[src/rtl/rgb_seq_pkg.sv]
// Shared types and constants for the RGB LED pattern sequencer.
//   state_e    : sequencer FSM states
//   rgb8_t     : one 8-bit-per-channel colour table entry
//   COLOR_TBL  : fixed colour table, indexed by step index
package rgb_seq_pkg;

  localparam int unsigned TBL_DEPTH = 4;
  localparam int unsigned IDX_W     = 2;
  localparam int unsigned COL_W     = 8;

  typedef enum logic [1:0] {
    IDLE = 2'd0,
    LOAD = 2'd1,
    HOLD = 2'd2,
    FADE = 2'd3
  } state_e;

  typedef struct packed {
    logic [COL_W-1:0] r;
    logic [COL_W-1:0] g;
    logic [COL_W-1:0] b;
  } rgb8_t;

  // Entry 0 at the least-significant end: red, green, blue, dim white.
  localparam rgb8_t [TBL_DEPTH-1:0] COLOR_TBL = {
    24'h404040,
    24'h0000ff,
    24'h00ff00,
    24'hff0000
  };

endpackage

[src/rtl/rgb_pwm.sv]
// Shared-timebase PWM engine for three active-low LED channels.
//   clk, rst_n     : clock, async active-low reset
//   run_i          : time base advances while high
//   clr_i          : zero counters and latched duties this edge
//   duty_i         : per-channel duty, [2]=red [1]=green [0]=blue
//   period_end_c_o : last clock of a PWM period (combinational)
//   pins_o         : registered active-low pins, same channel order
module rgb_pwm #(
  parameter int unsigned PWM_W    = 8,
  parameter int unsigned TICK_DIV = 4
) (
  input  logic                  clk,
  input  logic                  rst_n,
  input  logic                  run_i,
  input  logic                  clr_i,
  input  logic [2:0][PWM_W-1:0] duty_i,
  output logic                  period_end_c_o,
  output logic [2:0]            pins_o
);

  localparam int unsigned PS_W = (TICK_DIV > 1) ? $clog2(TICK_DIV) : 1;
  localparam logic [PWM_W-1:0] CNT_MAX = '1;

  logic [PS_W-1:0]        ps_q, ps_d;
  logic [PWM_W-1:0]       cnt_q, cnt_d;
  logic [2:0][PWM_W-1:0]  lat_q, lat_d;
  logic [2:0]             pins_d;
  logic                   tick_c;

  assign tick_c         = run_i && (ps_q == PS_W'(TICK_DIV - 1));
  assign period_end_c_o = tick_c && (cnt_q == CNT_MAX);

  // Time base, duty latch and compare.
  always_comb begin
    ps_d  = ps_q;
    cnt_d = cnt_q;
    lat_d = lat_q;
    if (clr_i) begin
      ps_d  = '0;
      cnt_d = '0;
      lat_d = '0;
    end else if (run_i) begin
      ps_d = tick_c ? '0 : PS_W'(ps_q + 1'b1);
      if (tick_c) cnt_d = PWM_W'(cnt_q + 1'b1);
      // New duty only takes effect at a period boundary.
      if (period_end_c_o) lat_d = duty_i;
    end
    for (int c = 0; c < 3; c++) begin
      pins_d[c] = ~(cnt_q < lat_q[c]);
    end
  end

  always_ff @(posedge clk or negedge rst_n) begin
    if (!rst_n) begin
      ps_q   <= '0;
      cnt_q  <= '0;
      lat_q  <= '0;
      pins_o <= '1;
    end else begin
      ps_q   <= ps_d;
      cnt_q  <= cnt_d;
      lat_q  <= lat_d;
      pins_o <= pins_d;
    end
  end

endmodule

[src/rtl/rgb_seq_ctrl.sv]
// RGB LED pattern sequencer: steps through the colour table, either
// hard-switching or fading, and drives the pads via rgb_pwm.
//   clk, rst         : clock, async active-low reset
//   en, mode         : run enable; 0 = hard step, 1 = fade
//   RGB0/RGB1/RGB2   : blue/green/red pads, active-low
//   step_idx         : current table index
//   step_pulse       : one-cycle pulse when the index advances
//   busy             : state is not IDLE
module rgb_seq_ctrl
  import rgb_seq_pkg::*;
#(
  parameter int unsigned PWM_W        = 8,
  parameter int unsigned TICK_DIV     = 4,
  parameter int unsigned HOLD_PERIODS = 64,
  parameter int unsigned FADE_STEP    = 1
) (
  input  logic             clk,
  input  logic             rst,
  input  logic             en,
  input  logic             mode,
  output logic             RGB0,
  output logic             RGB1,
  output logic             RGB2,
  output logic [IDX_W-1:0] step_idx,
  output logic             step_pulse,
  output logic             busy
);

  localparam int unsigned HOLD_W = (HOLD_PERIODS > 1) ? $clog2(HOLD_PERIODS) : 1;

  state_e                state_q, state_d;
  logic [IDX_W-1:0]      idx_q, idx_d;
  logic [HOLD_W-1:0]     hold_q, hold_d;
  logic [2:0][PWM_W-1:0] duty_q, duty_d;
  logic [2:0][PWM_W-1:0] tgt_q, tgt_d;
  logic [2:0][PWM_W-1:0] tbl_tgt_c, faded_c;
  logic                  pulse_q, pulse_d;
  logic                  busy_q, busy_d;
  logic                  period_end_c;
  logic [2:0]            pins;

  // One fade step toward the target, clamped so it never overshoots.
  function automatic logic [PWM_W-1:0] fade_ch(input logic [PWM_W-1:0] cur,
                                               input logic [PWM_W-1:0] tgt);
    logic [PWM_W-1:0] res;
    res = cur;
    if (cur < tgt) begin
      if (32'(tgt - cur) <= FADE_STEP) res = tgt;
      else                             res = PWM_W'(32'(cur) + FADE_STEP);
    end else if (cur > tgt) begin
      if (32'(cur - tgt) <= FADE_STEP) res = tgt;
      else                             res = PWM_W'(32'(cur) - FADE_STEP);
    end
    return res;
  endfunction

  // Table entry scaled down to the PWM resolution.
  always_comb begin
    tbl_tgt_c[2] = PWM_W'(COLOR_TBL[idx_q].r >> (COL_W - PWM_W));
    tbl_tgt_c[1] = PWM_W'(COLOR_TBL[idx_q].g >> (COL_W - PWM_W));
    tbl_tgt_c[0] = PWM_W'(COLOR_TBL[idx_q].b >> (COL_W - PWM_W));
    for (int c = 0; c < 3; c++) begin
      faded_c[c] = fade_ch(duty_q[c], tgt_q[c]);
    end
  end

  // Next-state and output logic; en=0 overrides everything.
  always_comb begin
    state_d = state_q;
    idx_d   = idx_q;
    hold_d  = hold_q;
    duty_d  = duty_q;
    tgt_d   = tgt_q;
    pulse_d = 1'b0;
    if (!en) begin
      state_d = IDLE;
      idx_d   = '0;
      hold_d  = '0;
      duty_d  = '0;
    end else begin
      unique case (state_q)
        IDLE: begin
          duty_d  = '0;
          state_d = LOAD;
        end
        LOAD: begin
          tgt_d = tbl_tgt_c;
          if (!mode) begin
            duty_d  = tbl_tgt_c;
            hold_d  = '0;
            state_d = HOLD;
          end else begin
            state_d = FADE;
          end
        end
        FADE: begin
          if (period_end_c) begin
            duty_d = faded_c;
            if (faded_c == tgt_q) begin
              hold_d  = '0;
              state_d = HOLD;
            end
          end
        end
        HOLD: begin
          if (period_end_c) begin
            if (hold_q == HOLD_W'(HOLD_PERIODS - 1)) begin
              idx_d   = IDX_W'(idx_q + 1'b1);
              pulse_d = 1'b1;
              state_d = LOAD;
            end else begin
              hold_d = HOLD_W'(hold_q + 1'b1);
            end
          end
        end
        default: state_d = IDLE;
      endcase
    end
    busy_d = (state_d != IDLE);
  end

  always_ff @(posedge clk or negedge rst) begin
    if (!rst) begin
      state_q <= IDLE;
      idx_q   <= '0;
      hold_q  <= '0;
      duty_q  <= '0;
      tgt_q   <= '0;
      pulse_q <= 1'b0;
      busy_q  <= 1'b0;
    end else begin
      state_q <= state_d;
      idx_q   <= idx_d;
      hold_q  <= hold_d;
      duty_q  <= duty_d;
      tgt_q   <= tgt_d;
      pulse_q <= pulse_d;
      busy_q  <= busy_d;
    end
  end

  logic pwm_run, pwm_clr;
  assign pwm_run = (state_q != IDLE);
  assign pwm_clr = (state_d == IDLE);

  rgb_pwm #(
    .PWM_W    (PWM_W),
    .TICK_DIV (TICK_DIV)
  ) u_pwm (
    .clk            (clk),
    .rst_n          (rst),
    .run_i          (pwm_run),
    .clr_i          (pwm_clr),
    .duty_i         (duty_q),
    .period_end_c_o (period_end_c),
    .pins_o         (pins)
  );

  assign RGB0       = pins[0];
  assign RGB1       = pins[1];
  assign RGB2       = pins[2];
  assign step_idx   = idx_q;
  assign step_pulse = pulse_q;
  assign busy       = busy_q;

endmodule

[config.mk]
export PLATFORM = sky130hd
export DESIGN_NAME = rgb_seq_ctrl
export DESIGN_NICKNAME = d
export VERILOG_FILES = /design/src/rtl/rgb_seq_pkg.sv /design/src/rtl/rgb_pwm.sv /design/src/rtl/rgb_seq_ctrl.sv
export SDC_FILE = /design/constraint.sdc
export NUM_CORES = 1
export LEC_CHECK = 0
export ABC_CLOCK_PERIOD_IN_PS = 4800
export BUFFER_PORTS_ARGS = -buffer_cell sky130_fd_sc_hd__buf_2
export CAP_MARGIN = 20
export CORE_MARGIN = 5
export CORE_UTILIZATION = 65
export CTS_CLUSTER_SIZE = 12
export DETAILED_ROUTE_END_ITERATION = 7
export GPL_TIMING_DRIVEN = 0
export PLACE_DENSITY = 0.84
export SYNTH_ARGS = -nofsm -noshare
export SYNTH_HDL_FRONTEND = slang
export SYNTH_SLANG_ARGS = --single-unit
export TNS_END_PERCENT = 20
[constraint.sdc]
create_clock -name clk -period 4.8 [get_ports clk]
set_clock_uncertainty 0.1 [all_clocks]
set_input_delay 0.24 -clock clk [delete_from_list [all_inputs] [get_ports clk]]
set_output_delay 0.24 -clock clk [all_outputs]
set_load 0.03 [all_outputs]
==> out/metrics.cfg, run 1 <==
[outcome]
status=completed

[clocking]
clock-sinks=79
path_clk_slew_ns=0.06
cts_tree=yes
insertion_delay_ns=0.34
htreeDepth=3
cts_root_buf=clkbuf_16
cts_buffers=9
clock_path_buffers=2

[synth]
ys_seq_area_frac=0.238
syn_nets=1185
synth_area_um2=8320
yosys_register_bits=79
synth_top_flop_cell=dfrtp_1
synthArstFlopShare=1.00
synth_cells=1094
synth.top_cell.area_share=0.229
syn_area_per_cell_um2=7.60
synth_edf_count=0
synthTopCellsByArea=dfrtp_1 23%, ha_1 12%, nand2_1 6.7%, a21oi_1 6.0%, o21ai_0 4.0%
yosysWarnings=0
ys_types=85
synth_top_area_cell=dfrtp_1

[finish]
layout_common_cells=149 x nand2_1, 100 x a21oi_1, 81 x ha_1
insertedDiodeCount=0
drive_above_1_share=0.104
fillCellCount=1021
fin_area_um2=9110
synthToLayoutAreaGrowth_pct=9.51
nets=1213
layout_commonest_cell=nand2_1
multi_input_area_um2=5900
seqCellArea_um2=1990
utilization=0.725

[grt]
grt.busiest_layer=met2
grt_overflow=0
grtUsageMet3=0.0393
antenna_found_initial=0
grt_pass1_wl_um=37300
grt_usage=0.304
grt_pass1_vias=7610
grt_use_met2=0.496
grt_max_degree=41
use_met1=0.423

[placed_design]
pre_cts_ws_ns=-0.526
placed_cell_area_um2=8600
dp_hpwl_um=17200
port_buffers=9
place.gp.congestion=0.979

[timing]
setup_viol=0
max_slew.worst_pin.slew_ns=0.852
max_freq_mhz=215
fin_ws_ns=0.151
hold_violations=0
fin_crit_sh=0.969
slew_headroom=0.427
maxSlewViolCount=0
fin_crit_ns=4.65

[pwr]
power.density_nw_per_um2=242
ir_drop_uv=219
power_w=0.00220
p_leak_nw=4.00

[min_path]
hp-class=input port to register
hold_end=busy$_DFF_PN0_
min_from=en
whs_path_depth=2

[critical_path]
cp_slowest_stage_delay_ns=0.56
r2r_end=hold_q[2]$_DFFE_PN0P_
start_kind=register
crit_required_ns=4.92
crit_path_end_kind=register
crit_slowest_cell=dfrtp_1
reg2reg_slack_ns=0.15
rr_worst_depth=17
crit_arrival_ns=4.77
reg2reg_from=duty_q[14]$_DFFE_PN0P_
cp_max_fo=10
critPathKind=register to register
crit_chain=inv_1 -> ha_1 -> clkbuf_1 -> nand2_1 -> o21ai_0 -> nand3_1 -> o21ai_0 -> nand4_1 -> buf_4 -> and3_1 -> or4_4 -> nor4_2 -> and4b_1 -> o22ai_2 -> nor4_4 -> buf_4 -> o21ai_1

[floorplan]
core_um2=12600
ioPinCount=11
die_h_um=123
num_rows=41
start_util=0.662
dieArea_um2=15200
die_w_um=123

[detailed_routing]
routed_wl_um=22800
first_pass_iters=5
drt-vias-per-instance=6.40
dr.first_iter.drc_count=616
drcViolationCount=0
routed-via-count=8312
wl_per_cell_um=17.5
final_antenna_net_count=0

[run]
drv_cap=0

[how the worst max path moves through the flow]
stage | cells after the start | from | slack, ns | endpoint
final | 17 | duty_q[14]$_DFFE_PN0P_ | 0.15 | hold_q[2]$_DFFE_PN0P_
after floorplan | 16 | tgt_q[5]$_DFFE_PN0P_ | 0.42 | hold_q[0]$_DFFE_PN0P_
after global routing | 17 | duty_q[14]$_DFFE_PN0P_ | -0.01 | hold_q[1]$_DFFE_PN0P_
after detailed placement | 16 | tgt_q[13]$_DFFE_PN0P_ | -0.53 | hold_q[3]$_DFFE_PN0P_
after global placement | 16 | tgt_q[5]$_DFFE_PN0P_ | -0.50 | hold_q[2]$_DFFE_PN0P_
after CTS | 18 | tgt_q[21]$_DFFE_PN0P_ | 0.005 | hold_q[2]$_DFFE_PN0P_
[stage by stage]
stage,hold slack (ns),TNS [ns],std cells
finish,0.209,0,1299
global route,0.234,-0.0284,1299
CTS,0.201,0,1293
detailed placement,0.155,-3.48,1276
global placement,0.413,-3.26,1275
floorplan,-0.156,0,1094
[flip-flops by register name, indices dropped and copies added (netlist names)]
| register | count |
|---|---|
| step_pulse | 1 |
| hold_q | 6 |
| u_pwm.lat_q | 24 |
| duty_q | 24 |
| u_pwm.ps_q | 2 |
| u_pwm.cnt_q | 8 |
| step_idx | 2 |
| busy | 1 |
| tgt_q | 6 |
| state_q | 2 |
| u_pwm.pins_o | 3 |
[layer usage]
metal	routed length (µm)	vias to the layer above
met2	10500	384
met3	1600	66
met5	0	-
met1	9970	3882
li1	-	3980
met4	647	0
[cells in the mapped netlist, drive strengths merged (4+ instances only)]
master / instances
and3: 17
o211a: 4
o211ai: 11
nor4: 14
a211oi: 13
a311oi: 4
ha: 81
o22ai: 10
xnor2: 24
nand2: 149
nor3: 30
mux2i: 12
nor2b: 19
o21a: 10
buf: 12
o21ai: 73
nand2b: 15
a22o: 21
fa: 6
mux2: 6
a21o: 12
clkbuf: 56
o221ai: 5
nand3b: 4
inv: 70
nor2: 80
a31oi: 8
a2111oi: 4
a21oi: 101
or2: 6
nand4: 13
and4: 4
xor2: 10
and2: 6
o31a: 4
o31ai: 8
nor3b: 6
a211o: 5
dfrtp: 76
or3: 9
nand3: 32
a221oi: 4
[worst max-delay path, delay by kind of cell, from the launching register on]
kind	cells	cell delay (ns)
fa+ha+maj	1	0.34
buf+inv	4	0.99
flops	1	0.56
simple gates	8	1.92
compound gates	4	0.61
[cell families after synthesis]
| group | after synthesis | synth area share |
|---|---|---|
| buf+inv | 138 | 0.0662 |
| compound gates | 324 | 0.256 |
| mux | 18 | 0.0226 |
| xor+xnor | 34 | 0.0358 |
| simple gates | 414 | 0.245 |
| fa+ha+maj | 87 | 0.136 |
| flops | 79 | 0.238 |
[where the power goes]
| group | internal, W | leakage (nW) | switching, W |
|---|---|---|---|
| clock network | 0.000369 | 0.140 | 0.000279 |
| logic | 0.000314 | 2.79 | 0.000526 |
| registers | 0.000683 | 1.07 | 0.0000324 |
| total | 0.00137 | 4.00 | 0.000837 |
[repair_timing]
| item | in CTS | in global routing |
|---|---|---|
| resized for setup | 14 | 47 |
| pin swaps | 2 | 3 |
| buffers inserted | 3 | 7 |
| endpoints found under the setup margin | 7 | 7 |
| hold buffers | 1 | 0 |
| endpoints found under the hold margin | 36 | 0 |
[layout make-up]
class                   count  area share
flip-flops and latches     79       0.218
repair buffers             21      0.0168
plain buffers              64      0.0323
well taps                 172      0.0236
multi-input cells         877       0.648
inverters                  70      0.0301
clock inverters             5     0.00440
clock buffers              11      0.0267
Power figures use the tool's default switching activity.
==> run 2, diff against run 1 <==
Settings changed: CAP_MARGIN 20 to 10, GPL_TIMING_DRIVEN 0 to default, PLACE_DENSITY 0.84 to default, PLACE_DENSITY_LB_ADDON from default to 0.1.
==> out/metrics.cfg, run 2 (synthesis results as in run 1) <==
[detailed_routing]
first_pass_iters=6  ; +1
routed_wl_um=22900  ; +0.65%
dr.first_iter.drc_count=755  ; +23%
drcViolationCount=0  ; unchanged
met1_length_um=10100  ; +1.6%
route.top_layer_used=met4
dr_wl_met3_um=1660  ; +3.4%
drt-vias-per-instance=6.48  ; +1.3%
wl_per_cell_um=18.1  ; +3.4%
final_antenna_net_count=0  ; unchanged
routed-via-count=8199  ; -1.4%
wl_met2_um=10600  ; +0.84%

[floorplan]
num_rows=41  ; unchanged
die_w_um=123  ; unchanged
core_um2=12600  ; unchanged
start_util=0.662  ; unchanged
dieArea_um2=15200  ; unchanged
die_h_um=123  ; unchanged
ioPinCount=11  ; unchanged

[finish]
nets=1179  ; -2.8%
fillCellCount=1026  ; +0.49%
drive_above_1_share=0.0915  ; -0.0123
insertedDiodeCount=0  ; unchanged
synthToLayoutAreaGrowth_pct=7.25
layout_common_cells=149 x nand2_1, 100 x a21oi_1, 81 x ha_1
top_regs=duty_q x24, u_pwm.lat_q x24, u_pwm.cnt_q x8
layout_commonest_cell=nand2_1

[min_path]
hold_end=busy$_DFF_PN0_
whs_path_depth=1  ; -1
hp-class=input port to register
min_from=en

[critical_path]
reg2reg_from=duty_q[2]$_DFFE_PN0P_
rr_worst_depth=13  ; -4
cp_max_fo=9  ; -1
r2r_end=hold_q[3]$_DFFE_PN0P_
start_kind=register
crit_path_end_kind=register
critPathKind=register to register
crit_required_ns=4.93  ; about the same
crit_arrival_ns=4.73  ; -0.04 ns
reg2reg_slack_ns=0.19  ; +0.04 ns

[placed_design]
place.gp.congestion=0.983  ; +0.40%
pre_cts_ws_ns=0.178  ; +0.704 ns
dp_hpwl_um=16900  ; -2.1%
port_buffers=10  ; +1

[timing]
max_freq_mhz=217  ; +0.89%
max_slew.worst_pin.slew_ns=0.984  ; +0.132 ns
setup_viol=0  ; unchanged
fin_crit_ns=4.61  ; -0.0409 ns
fin_crit_sh=0.960  ; -0.00853
slew_headroom=0.344  ; -0.0830
maxSlewViolCount=0  ; unchanged
setup_tns_ns=0  ; unchanged
hold_violations=0  ; unchanged
fin_ws_ns=0.192  ; +0.0409 ns

[pwr]
ir_drop_uv=221  ; +0.95%
power.density_nw_per_um2=246  ; +1.6%
p_leak_nw=3.96  ; -1.2%

[outcome]
status=completed

[clocking]
path_clk_slew_ns=0.07  ; about the same
insertion_delay_ns=0.34  ; about the same
htreeDepth=3  ; unchanged
cts_tree=yes
clock-sinks=79  ; unchanged
clock_path_buffers=2  ; unchanged
cts_root_buf=clkbuf_16
cts_buffers=9  ; unchanged

[grt]
grt_usage=0.312  ; +0.00745
grt_pass1_vias=7488  ; -1.6%
grt_overflow=0  ; unchanged
grt_pass1_wl_um=37900  ; +1.7%
grt_max_degree=80  ; +95%
antenna_found_initial=0  ; unchanged

[run]
drv_cap=0  ; unchanged

## run 2: power breakdown
| part | internal [W] | switching, W | total [W] |
|---|---|---|---|
| combinational | 0.000312 | 0.000507 | 0.000819 |
| clock | 0.000362 | 0.000306 | 0.000668 |
| sequential | 0.000683 | 0.0000217 | 0.000705 |
| total | 0.00136 | 0.000835 | 0.00219 |
## run 2: final cells by class
class	instances	area [µm²]	share of cell area
flip-flops and latches	79	1980	0.222
multi-input cells	877	5810	0.651
clock inverters	7	62.6	0.00701
well taps	172	215	0.0241
clock buffers	9	225	0.0252
repair buffers	51	363	0.0407
inverters	70	263	0.0295
## run 2: repair_timing
item / CTS / global route
setup buffers: 0 / 1
endpoints found under the setup margin: 0 / 7
hold buffers: 1 / 0
endpoints found under the hold margin: 4 / 0
resized for setup: 0 / 5
## run 2: per-stage QoR
| stage | cell area (µm²) | cells | hold WS (ns) | power, W | utilization |
|---|---|---|---|---|---|
| 3_5_place_dp | 8600 | 1247 | 0.358 | 0.00151 | 0.684 |
| 6_report | 8920 | 1265 | 0.0341 | 0.00219 | 0.710 |
| 5_1_grt | 8920 | 1265 | 0.0315 | 0.00230 | 0.710 |
| 4_1_cts | 8900 | 1264 | 0.0281 | 0.00217 | 0.708 |
| 3_3_place_gp | 8600 | 1247 | 0.359 | 0.00151 | 0.684 |
| 2_1_floorplan | 8320 | 1094 | -0.156 | 0.00131 | - |
## run 2: layer usage
layer	track usage	up-vias
met5	0	-
met4	0.0962	0
met3	0.0398	43
met2	0.498	368
met1	0.443	3882
li1	-	3906
## run 2: worst max-delay path by stage
stage	from	end	slack (ns)	cells after the start
after floorplan	tgt_q[5]$_DFFE_PN0P_	hold_q[0]$_DFFE_PN0P_	0.42	16
after global placement	duty_q[8]$_DFFE_PN0P_	hold_q[2]$_DFFE_PN0P_	0.22	15
after detailed placement	duty_q[8]$_DFFE_PN0P_	hold_q[5]$_DFFE_PN0P_	0.18	15
after CTS	duty_q[8]$_DFFE_PN0P_	hold_q[3]$_DFFE_PN0P_	0.18	15
after global routing	duty_q[8]$_DFFE_PN0P_	hold_q[1]$_DFFE_PN0P_	-0.006	16
final	duty_q[2]$_DFFE_PN0P_	hold_q[3]$_DFFE_PN0P_	0.19	13
## run 2: critical path, stage by stage, from the launching register on
cell	delay [ns]
dfrtp_1	0.52
inv_1	0.16
ha_1	0.47
and3b_1	0.29
o211a_1	0.27
or3_1	0.53
a21oi_1	0.57
a221oi_1	0.19
or2_2	0.36
o21a_1	0.18
o31a_2	0.39
nor4_4	0.21
buf_4	0.19
o21ai_1	0.07
==> run 3, diff against run 2 <==
Settings changed: ABC_CLOCK_PERIOD_IN_PS 4800 to 5300, CORE_UTILIZATION 65 to 45, CTS_BUF_LIST from default to sky130_fd_sc_hd__clkbuf_16.
Clock period 4.8 ns to 5.3 ns, I/O delays scaled along.
==> out/metrics.cfg, run 3 (synthesis results as in run 1) <==
[outcome]
violations=negative hold slack
status=finished with violations

[grt]
grt_pass1_wl_um=40300  ; +6.3%
grt_overflow=0  ; unchanged
grt_usage=0.227  ; -0.0849
grt_pass1_vias=7594  ; +1.4%
antenna_found_initial=0  ; unchanged
grt_max_degree=80  ; unchanged

[min_path]
hp-class=input port to async pin

[timing]
hold_violations=3  ; +3
max_freq_mhz=209  ; -3.8%
whs_ns=-0.00874  ; -0.0429 ns
setup_tns_ns=0  ; unchanged
maxSlewViolCount=0  ; unchanged
fin_ws_ns=0.510  ; +0.318 ns
rsz0062_at_grt=false
setup_viol=0  ; unchanged
fin_crit_ns=4.79  ; +0.182 ns
slew_headroom=0.324  ; -0.0199
max_slew.worst_pin.slew_ns=1.01  ; +0.0298 ns
fin_crit_sh=0.904  ; -0.0562

[detailed_routing]
drcViolationCount=0  ; unchanged
dr.first_iter.drc_count=738  ; -2.3%
final_antenna_net_count=0  ; unchanged
routed_wl_um=24200  ; +5.8%
first_pass_iters=5  ; -1
drt-vias-per-instance=6.05  ; -6.7%
wl_per_cell_um=18.5  ; +1.9%
routed-via-count=7939  ; -3.2%

[critical_path]
crit_slowest_cell=a2111oi_0
endpoint=hold_q[3]$_DFFE_PN0P_
cp_max_fo=7  ; -2
cp_top_family=compound AO/OA/AOI/OAI gates
start_kind=register
crit_chain=buf_4 -> inv_1 -> ha_1 -> inv_1 -> fa_1 -> a211o_4 -> a21oi_4 -> nor2_2 -> a2111oi_4 -> a21oi_1 -> o31ai_1 -> a31oi_1 -> a2111oi_0 -> nand4_1 -> o31a_2 -> nor4_4 -> o21ai_1
cp_common_cell=inv_1
cp_slowest_stage_delay_ns=0.67  ; +0.10 ns
crit_arrival_ns=4.90  ; +0.17 ns
crit_path_end_kind=register
crit_required_ns=5.41  ; +0.48 ns
r2r_end=hold_q[3]$_DFFE_PN0P_
rr_worst_depth=17  ; +4
crit_cells=17  ; +4
path_buf_inv=3  ; +1
reg2reg_slack_ns=0.51  ; +0.32 ns
crit_start=tgt_q[5]$_DFFE_PN0P_
reg2reg_from=tgt_q[5]$_DFFE_PN0P_
critPathKind=register to register

[floorplan]
ioPinCount=11  ; unchanged
die_w_um=146  ; +19%
dieArea_um2=21300  ; +41%
start_util=0.460  ; -0.202
core_um2=18100  ; +44%
num_rows=49  ; +20%
die_h_um=146  ; +19%

[finish]
top_regs=duty_q x24, u_pwm.lat_q x24, u_pwm.cnt_q x8
nets=1170  ; -0.76%
multi_input_area_um2=5800  ; -0.17%
layout_commonest_cell=nand2_1
synthToLayoutAreaGrowth_pct=7.22  ; about the same
utilization=0.493  ; -0.217
layout_common_cells=149 x nand2_1, 100 x a21oi_1, 81 x ha_1
final_cells=1313  ; +3.8%
drive_above_1_share=0.0803  ; -0.0112
insertedDiodeCount=0  ; unchanged
seqCellArea_um2=1980  ; -0.13%
fillCellCount=1734  ; +69%

[pwr]
swShare=0.372  ; -0.00849
ir_drop_uv=192  ; -13%
p_sw_w=0.000748  ; -10%
power.density_nw_per_um2=225  ; -8.3%
p_leak_nw=3.91  ; -1.1%
pwr-share-clk=0.310  ; +0.005
power.internal_w=0.00126  ; -7.1%
pwr-share-seq=0.321  ; about the same
combPwrFrac=0.370  ; -0.004

[clocking]
htreeDepth=3  ; unchanged
cts_buffers=9  ; unchanged
insertion_delay_ns=0.34  ; about the same
cts_repair_resize_count=0  ; unchanged
clock-sinks=79  ; unchanged
path_clk_slew_ns=0.06  ; about the same
clock_path_buffers=2  ; unchanged
postCtsSetupBuffers=0  ; unchanged
cts_root_buf=clkbuf_16
hold_buffers=0  ; -1
cts_tree=yes

[placed_design]
dp_hpwl_um=17700  ; +4.9%
place.gp.congestion=0.901  ; -8.3%
post-place-cells=1297  ; +4.0%
port_buffers=10  ; unchanged
pre_cts_ws_ns=0.650  ; +0.472 ns

[run]
drv_cap=0  ; unchanged

-- run 3: per-stage QoR --
step	power [W]	area (µm²)	hold slack [ns]
global route	0.00212	8920	0.0791
CTS	0.00201	8920	0.0503
detailed placement	0.00138	8620	0.411
finish	0.00201	8920	-0.00874
global placement	0.00139	8620	0.411
floorplan	0.00119	8320	-0.131
-- run 3: worst min path at each step --
stage	slack, ns	endpoint	cells past startpoint	start
5_1_grt	0.08	busy$_DFF_PN0_	1	en
3_5_place_dp	0.41	tgt_q[13]$_DFFE_PN0P_	1	rst
3_3_place_gp	0.41	tgt_q[13]$_DFFE_PN0P_	1	rst
4_1_cts	0.05	tgt_q[13]$_DFFE_PN0P_	1	rst
2_1_floorplan	-0.13	busy$_DFF_PN0_	0	rst
6_report	-0.009	u_pwm.lat_q[14]$_DFFE_PN0P_	1	rst
-- run 3: layout make-up --
type | count | area share
Multi-Input combinational cell | 877 | 0.650
Sequential cell | 79 | 0.222
Timing Repair Buffer | 42 | 0.0328
Tap cell | 229 | 0.0321
Inverter | 70 | 0.0295
Clock buffer | 9 | 0.0253
Clock inverter | 7 | 0.00800
-- run 3: power by group through the flow --
stage / Combinational, W / Sequential [W] / Clock (W)
after CTS: 0.000731 / 0.000643 / 0.000638
after detailed placement: 0.000727 / 0.000654 / 0
after global routing: 0.000814 / 0.000646 / 0.000663
final: 0.000743 / 0.000644 / 0.000622
after floorplan: 0.000542 / 0.000644 / 0
after global placement: 0.000731 / 0.000654 / 0
-- run 3: routing by layer --
metal | wire length [µm] | vias up | track usage
met1 | 11500 | 3786 | 0.324
met4 | 357 | 0 | 0.0527
met3 | 1130 | 29 | 0.0296
met2 | 11200 | 246 | 0.365
li1 | - | 3878 | -
met5 | 0 | - | 0
-- run 3: worst register-to-register path: stages (launching register included) --
cell and delay [ns]:
dfrtp_1 0.37, buf_4 0.17, inv_1 0.07, ha_1 0.16
inv_1 0.05, fa_1 0.41, a211o_4 0.36, a21oi_4 0.18
nor2_2 0.07, a2111oi_4 0.54, a21oi_1 0.30, o31ai_1 0.14
a31oi_1 0.12, a2111oi_0 0.67, nand4_1 0.18, o31a_2 0.21
nor4_4 0.43, o21ai_1 0.13
